[config.mk]
export PLATFORM = sky130hd
export DESIGN_NAME = fifo_wr_arbiter_flat
export DESIGN_NICKNAME = d
export VERILOG_FILES = /design/src/rtl/fifo_wr_arbiter_if.sv /design/src/rtl/fifo_wr_arbiter.sv /design/src/flat_wrapper.sv
export SDC_FILE = /design/constraint.sdc
export NUM_CORES = 1
export LEC_CHECK = 0
export CORE_MARGIN = 10
export CORE_UTILIZATION = 35
export DETAILED_ROUTE_END_ITERATION = 10
export HOLD_SLACK_MARGIN = 0.15
export PLACE_DENSITY = 0.74
export SLEW_MARGIN = 0
export SYNTH_ARGS = -nofsm -noshare
export SYNTH_HDL_FRONTEND = slang
export SYNTH_SLANG_ARGS = --single-unit
[constraint.sdc]
create_clock -name wclk -period 2.1 [get_ports wclk]
set_input_delay 0.42 -clock wclk [delete_from_list [all_inputs] [get_ports wclk]]
set_output_delay 0.42 -clock wclk [all_outputs]
set_load 0.03 [all_outputs]
[src/rtl/fifo_wr_arbiter_if.sv]
// Write-side bus of the dual-clock FIFO. It carries the two producer
// handshakes, the synchronized read pointer, and the memory write port.
// Optional: FIFO_WR_ALMOST_FULL_EN adds the w_almost_full signal.
interface fifo_wr_arbiter_if #(
   parameter int unsigned DATA_WIDTH = 8,
   parameter int unsigned PTR_SIZE   = 4
);
   logic                  req0_valid;
   logic [DATA_WIDTH-1:0] req0_data;
   logic                  req0_last;
   logic                  req0_ready;
   logic                  req1_valid;
   logic [DATA_WIDTH-1:0] req1_data;
   logic                  req1_last;
   logic                  req1_ready;
   logic [PTR_SIZE-1:0]   wq2_rptr;
   logic [DATA_WIDTH-1:0] w_data;
   logic [PTR_SIZE-2:0]   w_addr;
   logic                  w_inc;
   logic                  w_full;
   logic [PTR_SIZE-1:0]   wptr;
`ifdef FIFO_WR_ALMOST_FULL_EN
   logic                  w_almost_full;
`endif

   // Producer / environment side
   modport master (
      output req0_valid, req0_data, req0_last,
      output req1_valid, req1_data, req1_last,
      output wq2_rptr,
      input  req0_ready, req1_ready,
      input  w_data, w_addr, w_inc, w_full, wptr
`ifdef FIFO_WR_ALMOST_FULL_EN
      , input w_almost_full
`endif
   );

   // Arbiter side
   modport slave (
      input  req0_valid, req0_data, req0_last,
      input  req1_valid, req1_data, req1_last,
      input  wq2_rptr,
      output req0_ready, req1_ready,
      output w_data, w_addr, w_inc, w_full, wptr
`ifdef FIFO_WR_ALMOST_FULL_EN
      , output w_almost_full
`endif
   );
endinterface

[src/rtl/fifo_wr_arbiter.sv]
// Write-side controller of the dual-clock FIFO. It arbitrates the single
// write port between two framed producers using frame-aware round-robin.
// It also owns the binary/Gray write pointer and the registered full flag.
// Optional: FIFO_WR_ALMOST_FULL_EN adds the registered w_almost_full flag.
module fifo_wr_arbiter #(
   parameter int unsigned DATA_WIDTH = 8,
   parameter int unsigned PTR_SIZE   = 4
) (
   input logic              wclk,
   input logic              wrst,
   fifo_wr_arbiter_if.slave bus
);

   localparam int unsigned ADDR_W = PTR_SIZE - 1;
   localparam int unsigned DEPTH  = 1 << ADDR_W;

   typedef enum logic [1:0] {ST_IDLE, ST_OWN0, ST_OWN1} state_t;

   state_t                r_state;
   state_t                w_state_next;
   logic                  r_last_grant;
   logic                  w_gnt0;
   logic                  w_gnt1;
   logic                  w_rdy0;
   logic                  w_rdy1;
   logic                  w_inc;
   logic [PTR_SIZE-1:0]   r_wbin;
   logic [PTR_SIZE-1:0]   r_wptr;
   logic [PTR_SIZE-1:0]   w_wbin_next;
   logic [PTR_SIZE-1:0]   w_wgray_next;
   logic [PTR_SIZE-1:0]   w_full_cmp;
   logic                  r_full;
   logic [DATA_WIDTH-1:0] r_wdata_hold;

   // Arbitration state and round-robin history
   always_ff @(posedge wclk) begin
      if (wrst) begin
         r_state      <= ST_IDLE;
         r_last_grant <= 1'b1;
      end else begin
         r_state <= w_state_next;
         if (w_rdy0)      r_last_grant <= 1'b0;
         else if (w_rdy1) r_last_grant <= 1'b1;
      end
   end

   // Next state: an accepted beat opens or closes its frame; otherwise hold
   always_comb begin
      w_state_next = r_state;
      if (w_rdy0)      w_state_next = bus.req0_last ? ST_IDLE : ST_OWN0;
      else if (w_rdy1) w_state_next = bus.req1_last ? ST_IDLE : ST_OWN1;
   end

   // Grants and acceptance; the owner of an open frame keeps the port
   always_comb begin
      w_gnt0 = 1'b0;
      w_gnt1 = 1'b0;
      case (r_state)
         ST_IDLE: begin
            if (bus.req0_valid && (!bus.req1_valid || r_last_grant)) w_gnt0 = 1'b1;
            else if (bus.req1_valid)                                 w_gnt1 = 1'b1;
         end
         ST_OWN0: w_gnt0 = 1'b1;
         ST_OWN1: w_gnt1 = 1'b1;
         default: ;
      endcase
      w_rdy0 = w_gnt0 && bus.req0_valid && !r_full;
      w_rdy1 = w_gnt1 && bus.req1_valid && !r_full;
      w_inc  = w_rdy0 || w_rdy1;
   end

   assign bus.req0_ready = w_rdy0;
   assign bus.req1_ready = w_rdy1;
   assign bus.w_inc      = w_inc;
   assign bus.w_data     = w_rdy1 ? bus.req1_data :
                           (w_rdy0 ? bus.req0_data : r_wdata_hold);
   assign bus.w_addr     = r_wbin[ADDR_W-1:0];
   assign bus.wptr       = r_wptr;
   assign bus.w_full     = r_full;

   // Last written word, presented on w_data while idle
   always_ff @(posedge wclk) begin
      if (wrst)       r_wdata_hold <= '0;
      else if (w_inc) r_wdata_hold <= bus.w_data;
   end

   // Next pointer values and full compare (read pointer with top two bits inverted)
   always_comb begin
      w_wbin_next  = r_wbin + PTR_SIZE'(w_inc);
      w_wgray_next = (w_wbin_next >> 1) ^ w_wbin_next;
      w_full_cmp   = {~bus.wq2_rptr[PTR_SIZE-1:PTR_SIZE-2], bus.wq2_rptr[PTR_SIZE-3:0]};
   end

   // Write pointer and full flag
   always_ff @(posedge wclk) begin
      if (wrst) begin
         r_wbin <= '0;
         r_wptr <= '0;
         r_full <= 1'b0;
      end else begin
         r_wbin <= w_wbin_next;
         r_wptr <= w_wgray_next;
         r_full <= (w_wgray_next == w_full_cmp);
      end
   end

`ifdef FIFO_WR_ALMOST_FULL_EN
   logic [PTR_SIZE-1:0] w_rbin_s;
   logic [PTR_SIZE-1:0] w_fill_next;
   logic                r_almost_full;

   // Gray-to-binary of the synchronized read pointer, and next fill level
   always_comb begin
      w_rbin_s = '0;
      for (int unsigned i = 0; i < PTR_SIZE; i++) begin
         w_rbin_s[i] = ^(bus.wq2_rptr >> i);
      end
      w_fill_next = w_wbin_next - w_rbin_s;
   end

   // Almost full: at most one free slot after this edge
   always_ff @(posedge wclk) begin
      if (wrst) r_almost_full <= 1'b0;
      else      r_almost_full <= (w_fill_next >= PTR_SIZE'(DEPTH - 1));
   end

   assign bus.w_almost_full = r_almost_full;
`endif

endmodule

[src/flat_wrapper.sv]
// flat-port wrapper written by rule: the top's interface ports become plain ports
module fifo_wr_arbiter_flat 
#(
   parameter int unsigned DATA_WIDTH = 8,
   parameter int unsigned PTR_SIZE   = 4
)
  (wclk, wrst, bus_req0_valid, bus_req0_data, bus_req0_last, bus_req1_valid, bus_req1_data, bus_req1_last, bus_wq2_rptr, bus_req0_ready, bus_req1_ready, bus_w_data, bus_w_addr, bus_w_inc, bus_w_full, bus_wptr);
  fifo_wr_arbiter_if #(.DATA_WIDTH(DATA_WIDTH), .PTR_SIZE(PTR_SIZE)) bus_i ();
  input logic wclk;
  input logic wrst;
  input wire logic [$bits(bus_i.req0_valid)-1:0] bus_req0_valid;
  input wire logic [$bits(bus_i.req0_data)-1:0] bus_req0_data;
  input wire logic [$bits(bus_i.req0_last)-1:0] bus_req0_last;
  input wire logic [$bits(bus_i.req1_valid)-1:0] bus_req1_valid;
  input wire logic [$bits(bus_i.req1_data)-1:0] bus_req1_data;
  input wire logic [$bits(bus_i.req1_last)-1:0] bus_req1_last;
  input wire logic [$bits(bus_i.wq2_rptr)-1:0] bus_wq2_rptr;
  output wire logic [$bits(bus_i.req0_ready)-1:0] bus_req0_ready;
  output wire logic [$bits(bus_i.req1_ready)-1:0] bus_req1_ready;
  output wire logic [$bits(bus_i.w_data)-1:0] bus_w_data;
  output wire logic [$bits(bus_i.w_addr)-1:0] bus_w_addr;
  output wire logic [$bits(bus_i.w_inc)-1:0] bus_w_inc;
  output wire logic [$bits(bus_i.w_full)-1:0] bus_w_full;
  output wire logic [$bits(bus_i.wptr)-1:0] bus_wptr;
  assign bus_i.req0_valid = bus_req0_valid;
  assign bus_i.req0_data = bus_req0_data;
  assign bus_i.req0_last = bus_req0_last;
  assign bus_i.req1_valid = bus_req1_valid;
  assign bus_i.req1_data = bus_req1_data;
  assign bus_i.req1_last = bus_req1_last;
  assign bus_i.wq2_rptr = bus_wq2_rptr;
  assign bus_req0_ready = bus_i.req0_ready;
  assign bus_req1_ready = bus_i.req1_ready;
  assign bus_w_data = bus_i.w_data;
  assign bus_w_addr = bus_i.w_addr;
  assign bus_w_inc = bus_i.w_inc;
  assign bus_w_full = bus_i.w_full;
  assign bus_wptr = bus_i.wptr;
  fifo_wr_arbiter #(.DATA_WIDTH(DATA_WIDTH), .PTR_SIZE(PTR_SIZE)) u_core (.wclk(wclk), .wrst(wrst), .bus(bus_i));
endmodule
==> impl_metrics.ini <==
[synthesis]
ys_types = 28
synth_compound_gate_area_share_pct = 19.0
post_synth_fa_ha_maj_area_fraction_pct = 2.77
synthesis.area_per_instance_um2 = 10.5
gate_count_after_technology_mapping = 86
synth_seq_cells = 19
post_synth_xor_area_fraction_pct = 11.8
mappedNetlistNets = 114
mappedNetlistArea_um2 = 902
synth_sequential_area_ratio_pct = 42.2
post_synth_mux_area_share_pct = 0
synth.yosys.warnings = 0
largest_family_of_logic_cells_by_synthesized_area = compound AO/OA/AOI/OAI gates
fraction_of_the_mapped_netlist_area_in_simple_logic_gates_pct = 16.1

[setup_path]
worstPathArrival_ns = 1.80
critical_path.max_fanout = 8
timing.critical_path.from_type = flip-flop
regToRegStartpoint = u_core.r_state[0]
worst-r2r-setup-slack_ns = -0.01
setup.worst_path.end_class = primary output
critPathMostFrequentCell = sky130_fd_sc_hd__buf_6
cp_cell_sequence = nand2b_4 -> a21o_1 -> buf_6 -> a222oi_1 -> inv_1 -> buf_6
r2r.worst_path.cells = 10
crit_path_max_incr_delay_ns = 0.38
cp_data_required_time_ns = 1.68
capturing_point_of_the_worst_reg2reg_path = u_core.bus.w_full
cpMaxStageDelayCell = sky130_fd_sc_hd__dfxtp_4
timing_worst_setup_path_type = reg2out

[clock_tree]
tritoncts_clock_tree = built
numClockSinks = 19
clock_tree.buffer_depth = 2
cts_inserted_buffers = 3
worst_skew_pair.late_latency_ns = 0.29
clockRootBuffer = sky130_fd_sc_hd__clkbuf_4
ctsHtreeMaxLevel = 1
cts_hold_repair_buffers = 0
clk_pin_slew_worst_paths_ns = 0.11

[final_layout]
area_growth_pct = 103
fraction_of_the_core_area_covered_by_cells_at_the_end_of_the_flow_pct = 73.8
layout-drive-gt1-share_pct = 47.5
layout.cells.non_filler = 207
nets = 206
fillerInstances = 173
leading_cell_type_in_the_layout_fill_and_taps_excluded = sky130_fd_sc_hd__buf_4
antenna_cells_inserted = 0
commonest_non_fill_non_tap_cells_in_the_layout = 45 x sky130_fd_sc_hd__buf_4, 31 x sky130_fd_sc_hd__clkdlybuf4s50_1, 15 x sky130_fd_sc_hd__dfxtp_1

[timing]
maxSlewViolCount = 0
slew-limit-headroom_pct = 71.3
rsz0062_at_grt = true
final-setup-viol-count = 9
clock_skew_ns = 0.00384
max_slew.worst_pin.slew_ns = 0.430
final_min_period_over_clock_period_pct = 106
layout_setup_ws_ns = -0.124
setup_tns_ns = -0.632
fin_worst_hold_slack_ns = 0.575
finalHoldViolCount = 0
fmax_mhz = 450
period_needed_ns = 2.22

[route]
drt_first_iter_violations = 66
drc = 0
ant_nets = 0
num_vias = 1015
post_drt_via_cell_ratio = 4.90
number_of_detailed_routing_iterations_run_before_antenna_repair = 4
drt-wirelength-per-cell_um = 16.7
drt_wl_total_um = 3450

[status]
violated_checks = negative setup slack
outcome = finished with violations

[floorplanning]
num_io_pins = 45
fp.dieW_um = 70.8
placeableCoreArea_mm2 = 0.00248
die_area_mm2 = 0.00501
floorplan.rows = 18
initial_core_util_pct = 36.4
dieHeight_um = 70.8

[placed_design]
place.gp.congestion = 0.898
post-dp-hpwl_um = 2110
i_o_buffers = 44
place.detailed.instances = 175

[grt]
grt_antenna_before_repair = 0
grt_start_max_net_pins = 12
via_count_of_the_first_global_routing_pass = 1119
grt_first_pass_wirelength_um = 5500
grt.overflow.total = 0
grt_use_total_pct = 13.0

[worst_hold_path]
min-delay-start = u_core.r_last_grant
min_path_cells = 2
endpoint_of_the_worst_hold_path = u_core.r_last_grant
kind_of_path_behind_the_tightest_hold_check = reg2reg

[power]
power.static_leakage_nw = 0.819
worst_ir_drop_on_vdd_mv = 0.511
p_total_w = 0.00155
p_per_area_mw_per_mm2 = 847

[run]
maxCapViolations = 0
==> registers in the layout, indices dropped and copies added (netlist names) <==
| name | cells |
|---|---|
| u_core.bus.w_full | 1 |
| u_core.bus.wptr | 4 |
| u_core.r_last_grant | 1 |
| u_core.r_state | 2 |
| u_core.r_wbin | 3 |
| u_core.r_wdata_hold | 8 |
==> kinds of logic after synthesis <==
family          Yosys count
compound gates           15
xor+xnor                  9
fa+ha+maj                 2
buf+inv                  15
flops                    19
simple gates             26
==> per-stage QoR <==
stage / worst slack, ns / area (µm²)
floorplan: 0.0172 / 947
global placement: -0.304 / 1520
detailed placement: -0.422 / 1520
CTS: -0.0143 / 1770
global route: -0.222 / 1830
finish: -0.124 / 1830
==> routing by layer <==
metal / vias up / track usage (%) / share of wire, %
li1: 483 / - / -
met3: 2 / 5.16 / 9.1
met5: - / 0 / 0
met2: 50 / 23.2 / 50
met1: 480 / 14.4 / 40
met4: 0 / 1.94 / 0.46
==> power by group <==
part / total [W] / switching [W] / internal, W
clock: 0.000183 / 0.000112 / 0.0000707
sequential: 0.000458 / 0.0000408 / 0.000417
combinational: 0.000909 / 0.000408 / 0.000501
==> area by class of cell <==
cell class / count / area (µm²) / share of cell area, %
timing repair buffer: 92 / 825 / 45.1
multi-input combinational: 52 / 508 / 27.8
sequential: 19 / 390 / 21.3
inverter: 10 / 41.3 / 2.26
tap: 30 / 37.5 / 2.05
clock buffer: 3 / 22.5 / 1.23
clock inverter: 1 / 5.00 / 0.274
==> Yosys cell counts <==
library cell	instances	area [µm²]
sky130_fd_sc_hd__a311oi_4	1	26.3
sky130_fd_sc_hd__ha_1	2	25.0
sky130_fd_sc_hd__xnor3_1	2	45.0
sky130_fd_sc_hd__nor2_2	1	6.26
sky130_fd_sc_hd__nand3_1	1	5.00
sky130_fd_sc_hd__buf_6	2	22.5
sky130_fd_sc_hd__o21ai_1	1	5.00
sky130_fd_sc_hd__xnor2_1	4	35.0
sky130_fd_sc_hd__and3_1	1	6.26
sky130_fd_sc_hd__a2111oi_4	1	27.5
sky130_fd_sc_hd__xor2_1	3	26.3
sky130_fd_sc_hd__nor2_1	15	56.3
sky130_fd_sc_hd__buf_2	2	10.0
sky130_fd_sc_hd__o21bai_1	1	7.51
sky130_fd_sc_hd__nand2_1	1	3.75
sky130_fd_sc_hd__inv_1	10	37.5
sky130_fd_sc_hd__a21o_1	1	7.51
sky130_fd_sc_hd__nand2b_1	1	6.26
sky130_fd_sc_hd__nand2b_4	1	13.8
sky130_fd_sc_hd__a222oi_1	8	80.1
sky130_fd_sc_hd__a21oi_1	1	5.00
sky130_fd_sc_hd__a211oi_2	1	12.5
sky130_fd_sc_hd__nor2b_1	2	12.5
sky130_fd_sc_hd__nor3b_2	1	12.5
sky130_fd_sc_hd__nor3_2	1	10.0
sky130_fd_sc_hd__nor4_2	1	12.5
sky130_fd_sc_hd__clkbuf_1	1	3.75
sky130_fd_sc_hd__dfxtp_1	19	380
==> worst max-delay path: cells and delay by family (launching register included) <==
family,cells,cell delay (ns)
AOI/OAI and AO/OA,2,0.54
buffers and inverters,3,0.45
DFF,1,0.38
and+or+nand+nor,1,0.16
==> what timing repair did <==
| action | CTS | global route |
|---|---|---|
| gates cloned | 2 | 0 |
| buffers inserted | 25 | 3 |
| pin swaps | 12 | 7 |
| gates resized for setup | 16 | 14 |
| endpoints found under the setup margin | 11 | 11 |
==> how the worst max path moves through the flow <==
stage	startpoint	endpoint	slack (ns)	depth (start not counted)
after floorplan	bus_req1_valid	u_core.bus.w_full	0.02	10
after global placement	bus_req0_valid	bus_w_data[6]	-0.30	6
after detailed placement	bus_req0_valid	u_core.bus.w_full	-0.42	10
after CTS	u_core.r_last_grant	bus_w_data[0]	-0.01	6
after global routing	u_core.r_state[0]	bus_w_data[4]	-0.22	6
final	u_core.r_state[0]	bus_w_data[6]	-0.12	6
Power figures use the tool's default switching activity.
